`src/rtl/dma_rd_stage.sv`:
```
// dma_rd_stage: one SRAM read per accepted address, read data tagged and buffered in a credit-protected FIFO.
// Optional macro DMA_RD_STAT_EN adds beat_cnt/frame_cnt statistics outputs.
module dma_rd_stage #(
  parameter int AW    = 14,
  parameter int DW    = 32,
  parameter int LAT   = 1,
  parameter int DEPTH = 4
) (
  input  logic          clk,
  input  logic          rst,
  input  logic [AW-1:0] a_addr,
  input  logic          a_first,
  input  logic          a_last,
  input  logic          a_valid,
  output logic          a_ready,
  output logic          mem_cs,
  output logic [AW-1:0] mem_addr,
  input  logic [DW-1:0] mem_rdata,
  output logic [DW-1:0] m_data,
  output logic          m_first,
  output logic          m_last,
  output logic          m_valid,
  input  logic          m_ready,
  output logic          idle
`ifdef DMA_RD_STAT_EN
  ,
  output logic [15:0]   beat_cnt,
  output logic [15:0]   frame_cnt
`endif
);

  localparam int PW = $clog2(DEPTH);
  localparam int CW = PW + 1;
  localparam logic [CW-1:0] CntMax = CW'(DEPTH);
  localparam logic [CW-1:0] One    = CW'(1);

  logic [CW-1:0]  cnt_q, cnt_d;
  logic [CW-1:0]  wrPtr_q, wrPtr_d;
  logic [CW-1:0]  rdPtr_q, rdPtr_d;
  logic [LAT-1:0] tagValid_q, tagFirst_q, tagLast_q;
  logic [DW+1:0]  fifoMem_q [DEPTH];
  logic [DW+1:0]  head;
  logic           aHs, mHs, push, fifoEmpty;

  // Credit decision depends only on the registered count, never on m_ready.
  assign a_ready   = !rst && (cnt_q < CntMax);
  assign aHs       = a_valid && a_ready;
  assign mem_cs    = aHs;
  assign mem_addr  = a_addr;

  assign push      = tagValid_q[LAT-1];
  assign fifoEmpty = (wrPtr_q == rdPtr_q);
  assign head      = fifoMem_q[rdPtr_q[PW-1:0]];
  assign m_valid   = !fifoEmpty;
  assign mHs       = m_valid && m_ready;
  assign m_data    = fifoEmpty ? '0 : head[DW+1:2];
  assign m_first   = !fifoEmpty && head[1];
  assign m_last    = !fifoEmpty && head[0];
  assign idle      = (cnt_q == '0);

  always_comb begin
    cnt_d   = cnt_q;
    wrPtr_d = wrPtr_q;
    rdPtr_d = rdPtr_q;
    if (aHs && !mHs) begin
      cnt_d = cnt_q + One;
    end else if (!aHs && mHs) begin
      cnt_d = cnt_q - One;
    end
    if (push) begin
      wrPtr_d = wrPtr_q + One;
    end
    if (mHs) begin
      rdPtr_d = rdPtr_q + One;
    end
  end

  always_ff @(posedge clk) begin
    if (rst) begin
      cnt_q      <= '0;
      wrPtr_q    <= '0;
      rdPtr_q    <= '0;
      tagValid_q <= '0;
      tagFirst_q <= '0;
      tagLast_q  <= '0;
    end else begin
      cnt_q         <= cnt_d;
      wrPtr_q       <= wrPtr_d;
      rdPtr_q       <= rdPtr_d;
      tagValid_q[0] <= aHs;
      tagFirst_q[0] <= a_first;
      tagLast_q[0]  <= a_last;
      for (int i = 1; i < LAT; i++) begin
        tagValid_q[i] <= tagValid_q[i-1];
        tagFirst_q[i] <= tagFirst_q[i-1];
        tagLast_q[i]  <= tagLast_q[i-1];
      end
    end
  end

  // Storage needs no reset: the pointers alone decide what is visible.
  always_ff @(posedge clk) begin
    if (push) begin
      fifoMem_q[wrPtr_q[PW-1:0]] <= {mem_rdata, tagFirst_q[LAT-1], tagLast_q[LAT-1]};
    end
  end

`ifdef DMA_RD_STAT_EN
  logic [15:0] beatCnt_q, frameCnt_q;

  always_ff @(posedge clk) begin
    if (rst) begin
      beatCnt_q  <= '0;
      frameCnt_q <= '0;
    end else if (mHs) begin
      beatCnt_q <= beatCnt_q + 16'd1;
      if (m_last) begin
        frameCnt_q <= frameCnt_q + 16'd1;
      end
    end
  end

  assign beat_cnt  = beatCnt_q;
  assign frame_cnt = frameCnt_q;
`endif

endmodule

```
`config.mk`:
```
export PLATFORM = sky130hd
export DESIGN_NAME = dma_rd_stage
export DESIGN_NICKNAME = d
export VERILOG_FILES = /design/src/rtl/dma_rd_stage.sv
export SDC_FILE = /design/constraint.sdc
export NUM_CORES = 1
export LEC_CHECK = 0
export ABC_CLOCK_PERIOD_IN_PS = 3750
export CORE_ASPECT_RATIO = 0.6
export CORE_MARGIN = 5
export CORE_UTILIZATION = 57
export DETAILED_ROUTE_END_ITERATION = 8
export PLACE_DENSITY = 0.85
export SLEW_MARGIN = 15
export SYNTH_ARGS = -nofsm -noshare
export SYNTH_HDL_FRONTEND = slang
export SYNTH_SLANG_ARGS = --single-unit
```
`constraint.sdc`:
```
create_clock -name clk -period 3.75 [get_ports clk]
set_clock_uncertainty 0.1 [all_clocks]
set_input_delay 0.75 -clock clk [delete_from_list [all_inputs] [get_ports clk]]
set_output_delay 0.75 -clock clk [all_outputs]
set_load 0.02 [all_outputs]
```
==> results of run 1 <==
[layout by cell type (no fill, tap or decap), types with 3 or more instances in the layout]
master,synthesis,layout
edfxtp_1,136,136
clkdlybuf4s50_1,0,75
and2_1,40,36
mux4_2,30,30
clkbuf_16,0,17
dfxtp_1,14,12
nor2_1,6,6
ha_1,6,6
inv_1,5,5
xnor2_1,5,5
xor2_1,5,5
mux4_1,4,4
and2_2,0,4
nand4_1,4,4
o21ai_0,4,4
nor2b_1,4,4
buf_4,14,4
nand3_1,3,3
inv_6,0,3
bufinv_16,0,3
[worst max-delay path, stage by stage, from the launching register on]
cell and delay (ps):
dfxtp_1 380, xnor2_1 410, nand3_2 310, buf_4 320
and2_1 200, clkdlybuf4s50_1 540
[kinds of logic (layout without fill, tap and decap cells)]
logic type	Yosys count	count (layout)	share of synthesized area [%]
flip-flops	150	150	72.4
AND/OR/NAND/NOR	65	65	6.49
multiplexers	36	36	13.3
buffers and inverters	32	118	3.90
XOR/XNOR	10	10	1.45
AO/OA/AOI/OAI	9	9	0.913
adder cells (fa/ha/maj)	7	7	1.58
[synthesized netlist by cell type (2+ instances only)]
library cell    n
xnor2_1         5
xor2_1          5
edfxtp_1      136
nand2_1         2
buf_2           4
nand3_1         3
o21ai_0         4
mux4_2         30
clkbuf_1        4
inv_1           5
nor2b_1         4
and2_1         40
nor2_1          6
ha_1            6
a21oi_1         2
mux2i_1         2
mux4_1          4
buf_4          14
nor3b_1         2
nand4_1         4
dfxtp_1        14
buf_12          3
[stage by stage]
stage                     total power [mW]  hold WS (ps)  cell area (um^2)
final                                 4.90           373              7420
after global routing                  5.13           404              7420
after CTS                             4.95           382              7420
after detailed placement              3.24           371              6820
after global placement                3.21           363              6820
after floorplan                       2.77           338              6030
[report_power, final]
| group | internal [mW] | switching [mW] |
|---|---|---|
| combinational | 0.601 | 0.575 |
| clock | 1.05 | 0.655 |
| sequential | 1.94 | 0.0790 |
| total | 3.59 | 1.31 |
[worst min-delay path by stage]
stage	end	slack, ps	startpoint
2_1_floorplan	fifoMem_q[0][0]	340	tagLast_q
3_3_place_gp	fifoMem_q[0][0]	360	tagLast_q
3_5_place_dp	fifoMem_q[0][0]	370	tagLast_q
4_1_cts	fifoMem_q[1][0]	380	tagLast_q
5_1_grt	fifoMem_q[1][0]	400	tagLast_q
6_report	fifoMem_q[1][0]	370	tagLast_q
[state kept, by name, indices dropped and copies added (netlist names), named ones only]
name / count
push: 1
tagLast_q: 1
tagFirst_q: 1
cnt_q: 3
wrPtr_q: 3
rdPtr_q: 3
fifoMem_q: 136
[area by class of cell]
class	count	area (um^2)
Clock buffer	17	425
Clock inverter	15	178
Fill cell	664	3030
Inverter	5	18.8
Multi-Input combinational cell	127	1440
Sequential cell	150	4370
Tap cell	139	174
Timing Repair Buffer	81	821
[metal layers]
| layer | wire length [um] | up-vias |
|---|---|---|
| met5 | 0 | - |
| met4 | 200 | 0 |
| met3 | 774 | 26 |
| met2 | 5270 | 118 |
| met1 | 4540 | 1485 |
| li1 | - | 1350 |
==> summary.txt, run 1 <==
Status
  – Outcome: finished clean

GRT
  – Vias in the first global route: 3178
  – Total congestion overflow: 0
  – First-pass GRT wire length: 17100 um
  – GR Util met2: 30.1%
  – Total global-route track usage: between 10% and 20%
  – Met1 usage: 23.5%
  – Initial antenna violation count: 0
  – Global-route layer with the greatest usage: met2
  – M3 GR Usage: 6.83%
  – Pin count of the biggest net entering global routing: 36

Synthesis
  – Synth area leader: edfxtp_1
  – Cells after synthesis: 309
  – Yosys warns: 0
  – Post-synthesis sequential area ratio: 72.4%
  – Yosys reg bits: 150
  – Number of flops mapped to enable cells by yosys: 136
  – Cell Area, Synth: 6030 um^2
  – Top-area cell type share of the netlist area: around two thirds
  – Netlist cell types: 32
  – Synth Area per Inst: between 15 and 20 um^2
  – Synth async-reset ratio: 0%
  – Syn_nets: 368
  – Most used flip-flop cell after synthesis: edfxtp_1
  – Top post-synthesis cells by area: edfxtp_1 (68%), mux4_2 (11%), dfxtp_1 (4.6%)

Clock network
  – CTS tree: built
  – CTS Root Cell: clkbuf_16
  – Clk slew on worst S/H paths: 60 ps
  – H-Tree Level Count: 4
  – Hold Buf Count CTS: 0
  – Post-CTS setup buffer count: 0
  – Clock sinks: 150
  – Post_cts resized: 0
  – Clock buffer count from CTS: 17
  – Latest clock arrival within the worst-skew pair: 400 ps
  – CTS max path bufs: 2

Min path
  – Hold path depth: 0
  – Hold Path Class: flip-flop to flip-flop

Place
  – DP Cell Count: 502
  – Port Buffers: 75
  – HPWL after DPL: 6520 um
  – Setup WS pre-CTS: 775 ps
  – Routability cong.: between 0.7 and 0.8

Timing
  – Worst rel slew slack: 35.1%
  – Final slew viol count: 0
  – Fin crit period: 3420 ps
  – Fin Setup TNS: 0 ps
  – Setup ws final: ~330 ps
  – RSZ-0062 raised after global routing: false
  – Final hold vios: 0
  – Upper clock frequency limit: 0.292 GHz
  – Setup-failing EPs final: 0
  – Worst-Margin Slew: 973 ps
  – Tcrit/Tclk final: 91.3%

Critical path
  – Crit. End Element: output port
  – RR Endpoint: cnt_q[2]
  – CP startpoint kind: flip-flop
  – Critical Path Start: rdPtr_q[2]
  – Worst R2R Setup Slack: 1120 ps
  – Crit path DAT: 2570 ps
  – Critical path class: flip-flop to output port
  – R2R Path Start: rdPtr_q[2]
  – Critical Path Sink: m_data[23]
  – FF-to-FF path depth: 9
  – Crit-path max FO: 27
  – Worst EP required: 2900 ps

Power and ir drop
  – Pleak: about 2.5 nW
  – Worst vdd ir: 0.000486 V
  – Power Density: approximately 660 nW/um^2

Finish
  – Layout Utilization: 71.0%
  – Share of layout cells above drive strength 1: 18.5%
  – Area growth syn-to-layout: 23.0%
  – Final std cells w/o fill: about 530
  – Post-layout net count: 441
  – Ant. Diodes: 0

Drt
  – Routed Antenna Nets: 0
  – Detailed-route via count: 2979
  – Drt wl/cell: 20.2 um
  – Drt total wl: between 10000 and 15000 um
  – DRC viols: 0
  – DR vias/cell: approximately 5.6
  – Initial drt markers: 300
  – DRT Pass-1 Iters: 5

Floorplanning
  – Die X: around 140 um
  – Std-Cell Core Area: 10500 um^2
  – Starting density of the core: 57.7%
  – Height of the die: 89.7 um
  – FP Rows: 29
  – I/O pin cnt: roughly 100
  – Die area: 12800 um^2

Flow run
  – Max-cap violations: 0
Note: power is estimated with default switching activity, not from simulation.
==> inputs of run 2 (changes only) <==
--- a/config.mk
+++ b/config.mk
@@ -7,7 +7,7 @@
 export LEC_CHECK = 0
 export ABC_CLOCK_PERIOD_IN_PS = 3750
 export CORE_ASPECT_RATIO = 0.6
-export CORE_MARGIN = 5
+export CORE_MARGIN = 3
 export CORE_UTILIZATION = 57
 export DETAILED_ROUTE_END_ITERATION = 8
 export PLACE_DENSITY = 0.85
==> summary.txt, run 2 (same netlist as run 1, synthesis figures left out) <==
Status
  – Outcome: finished clean

Critical path
  – Crit path DAT: 2630 ps (+60 ps)
  – Crit. End Element: output port
  – Critical path class: flip-flop to output port
  – Crit-path max FO: 20 (-26%)
  – CP startpoint kind: flip-flop
  – Worst EP required: 2900 ps (about the same)

Timing
  – Setup ws final: 269 ps (-57.7 ps)
  – Worst rel slew slack: 34.2% (-0.92 points)
  – RSZ-0062 raised after global routing: false
  – Final slew viol count: 0 (unchanged)
  – Final hold vios: 0 (unchanged)
  – Setup-failing EPs final: 0 (unchanged)
  – Fin crit period: 3480 ps (+57.7 ps)
  – Upper clock frequency limit: 0.287 GHz (-1.7%)
  – Fin Hold WS: 382 ps (+9.64 ps)
  – Fin Setup TNS: 0 ps (unchanged)
  – Worst-Margin Slew: 987 ps (+13.8 ps)
  – Tcrit/Tclk final: 92.8% (+1.5 points)

Place
  – Placed Instance Area: 6790 um^2 (-0.44%)
  – Port Buffers: 75 (unchanged)
  – Setup WS pre-CTS: 708 ps (-66.8 ps)
  – HPWL after DPL: 6650 um (+2.1%)
  – Routability cong.: 0.830 (+5.3%)

GRT
  – First-pass GRT wire length: 17800 um (+4.4%)
  – Pin count of the biggest net entering global routing: 36 (unchanged)
  – Vias in the first global route: 3159 (-0.60%)
  – Initial antenna violation count: 0 (unchanged)
  – Total global-route track usage: 20.3% (+1.8 points)
  – Total congestion overflow: 0 (unchanged)

Finish
  – Register area: 4370 um^2 (unchanged)
  – Area growth syn-to-layout: 22.4%
  – Leading cell type in the layout, fill and taps excluded: edfxtp_1
  – Ant. Diodes: 0 (unchanged)
  – Share of layout cells above drive strength 1: 17.3% (-1.2 points)
  – Cell area after layout: 7380 um^2 (-0.54%)
  – Fillers: 585 (-12%)
  – Max FFs per register: 136 (unchanged)
  – Multi-input logic area: 1440 um^2 (unchanged)
  – Post-layout net count: 441 (unchanged)
  – Most frequent cells in the layout: edfxtp_1 (136), clkdlybuf4s50_1 (75), and2_1 (36)

Min path
  – Hold Path Class: flip-flop to flip-flop

Clock network
  – H-Tree Level Count: 4 (unchanged)
  – Latest clock arrival within the worst-skew pair: 410 ps (about the same)
  – CTS tree: built
  – CTS max path bufs: 2 (unchanged)
  – Post_cts resized: 0 (unchanged)
  – Hold Buf Count CTS: 0 (unchanged)
  – Post-CTS setup buffer count: 0 (unchanged)
  – Clk slew on worst S/H paths: 60 ps (about the same)
  – Clock sinks: 150 (unchanged)
  – Clock buffer count from CTS: 17 (unchanged)
  – CTS Root Cell: clkbuf_16

Drt
  – DR vias/cell: 5.61 (+0.50%)
  – Initial drt markers: 271 (-9.7%)
  – DRT Pass-1 Iters: 5 (unchanged)
  – Drt total wl: 11200 um (+4.2%)
  – Drt wl/cell: 21.3 um (+5.2%)
  – DRC viols: 0 (unchanged)
  – Detailed-route via count: 2966 (-0.44%)
  – Routed Antenna Nets: 0 (unchanged)

Flow run
  – Max-cap violations: 0 (unchanged)

Power and ir drop
  – Pleak: 2.44 nW (-0.60%)
  – Power Density: 664 nW/um^2 (+0.58%)
  – Worst vdd ir: 0.000371 V (-24%)

Floorplanning
  – FP Rows: 28 (-3.4%)
  – Die X: 139 um (-2.8%)
  – Height of the die: 85.7 um (-4.5%)
  – Die area: 11900 um^2 (-7.1%)
  – Std-Cell Core Area: 10100 um^2 (-3.4%)
  – Starting density of the core: 59.8% (+2.1 points)
  – I/O pin cnt: 104 (unchanged)
-- run 2: changes by cell type in the layout (fill, tap and decap cells not counted), sizes merged --
cell / previous run / this run
bufinv: 3 / 4
clkbuf: 17 / 19
inv: 9 / 5
-- run 2: path summary, 6_finish.rpt --
| kind | endpoint | slack [ps] | cells past startpoint | startpoint |
|---|---|---|---|---|
| max | m_first | 270 | 5 | rdPtr_q[2] |
| max reg2reg | cnt_q[2] | 720 | 10 | rdPtr_q[2] |
| min reg2reg | fifoMem_q[0][0] | 380 | 0 | tagLast_q |
| min | fifoMem_q[0][0] | 380 | 0 | tagLast_q |
-- run 2: power by group --
| part | internal, mW | total, mW | switching [mW] |
|---|---|---|---|
| Sequential | 1.94 | 2.00 | 0.0608 |
| Clock | 1.10 | 1.71 | 0.617 |
| Combinational | 0.588 | 1.19 | 0.600 |
-- run 2: final cells by class --
type                            instances  area share, %
Inverter                                5          0.254
Timing Repair Buffer                   81           10.8
Sequential cell                       150           59.2
Tap cell                              135           2.29
Clock buffer                           19           5.87
Multi-Input combinational cell        127           19.5
Clock inverter                         12           2.17
-- run 2: routing by layer --
layer	vias to the layer above	routed length, um	global-route usage [%]
li1	1344	-	-
met1	1488	4940	28.5
met2	124	5400	30.8
met3	10	860	7.08
met4	0	51	6.22
met5	-	0	0
-- run 2: worst max-delay path, stage by stage (launching register included) --
cell and delay, ps:
dfxtp_1 350, xnor2_1 370, nand3_2 410, buf_4 360
and2_1 190, clkdlybuf4s50_1 540
-- run 2: stage by stage --
stage               util [%]  instances  total power, mW
finish                  73.1        529             4.90
detailed placement      67.2        498             3.23
global route            73.1        529             5.09
floorplan                  -        309             2.77
global placement        67.2        498             3.20
CTS                     73.1        529             4.94
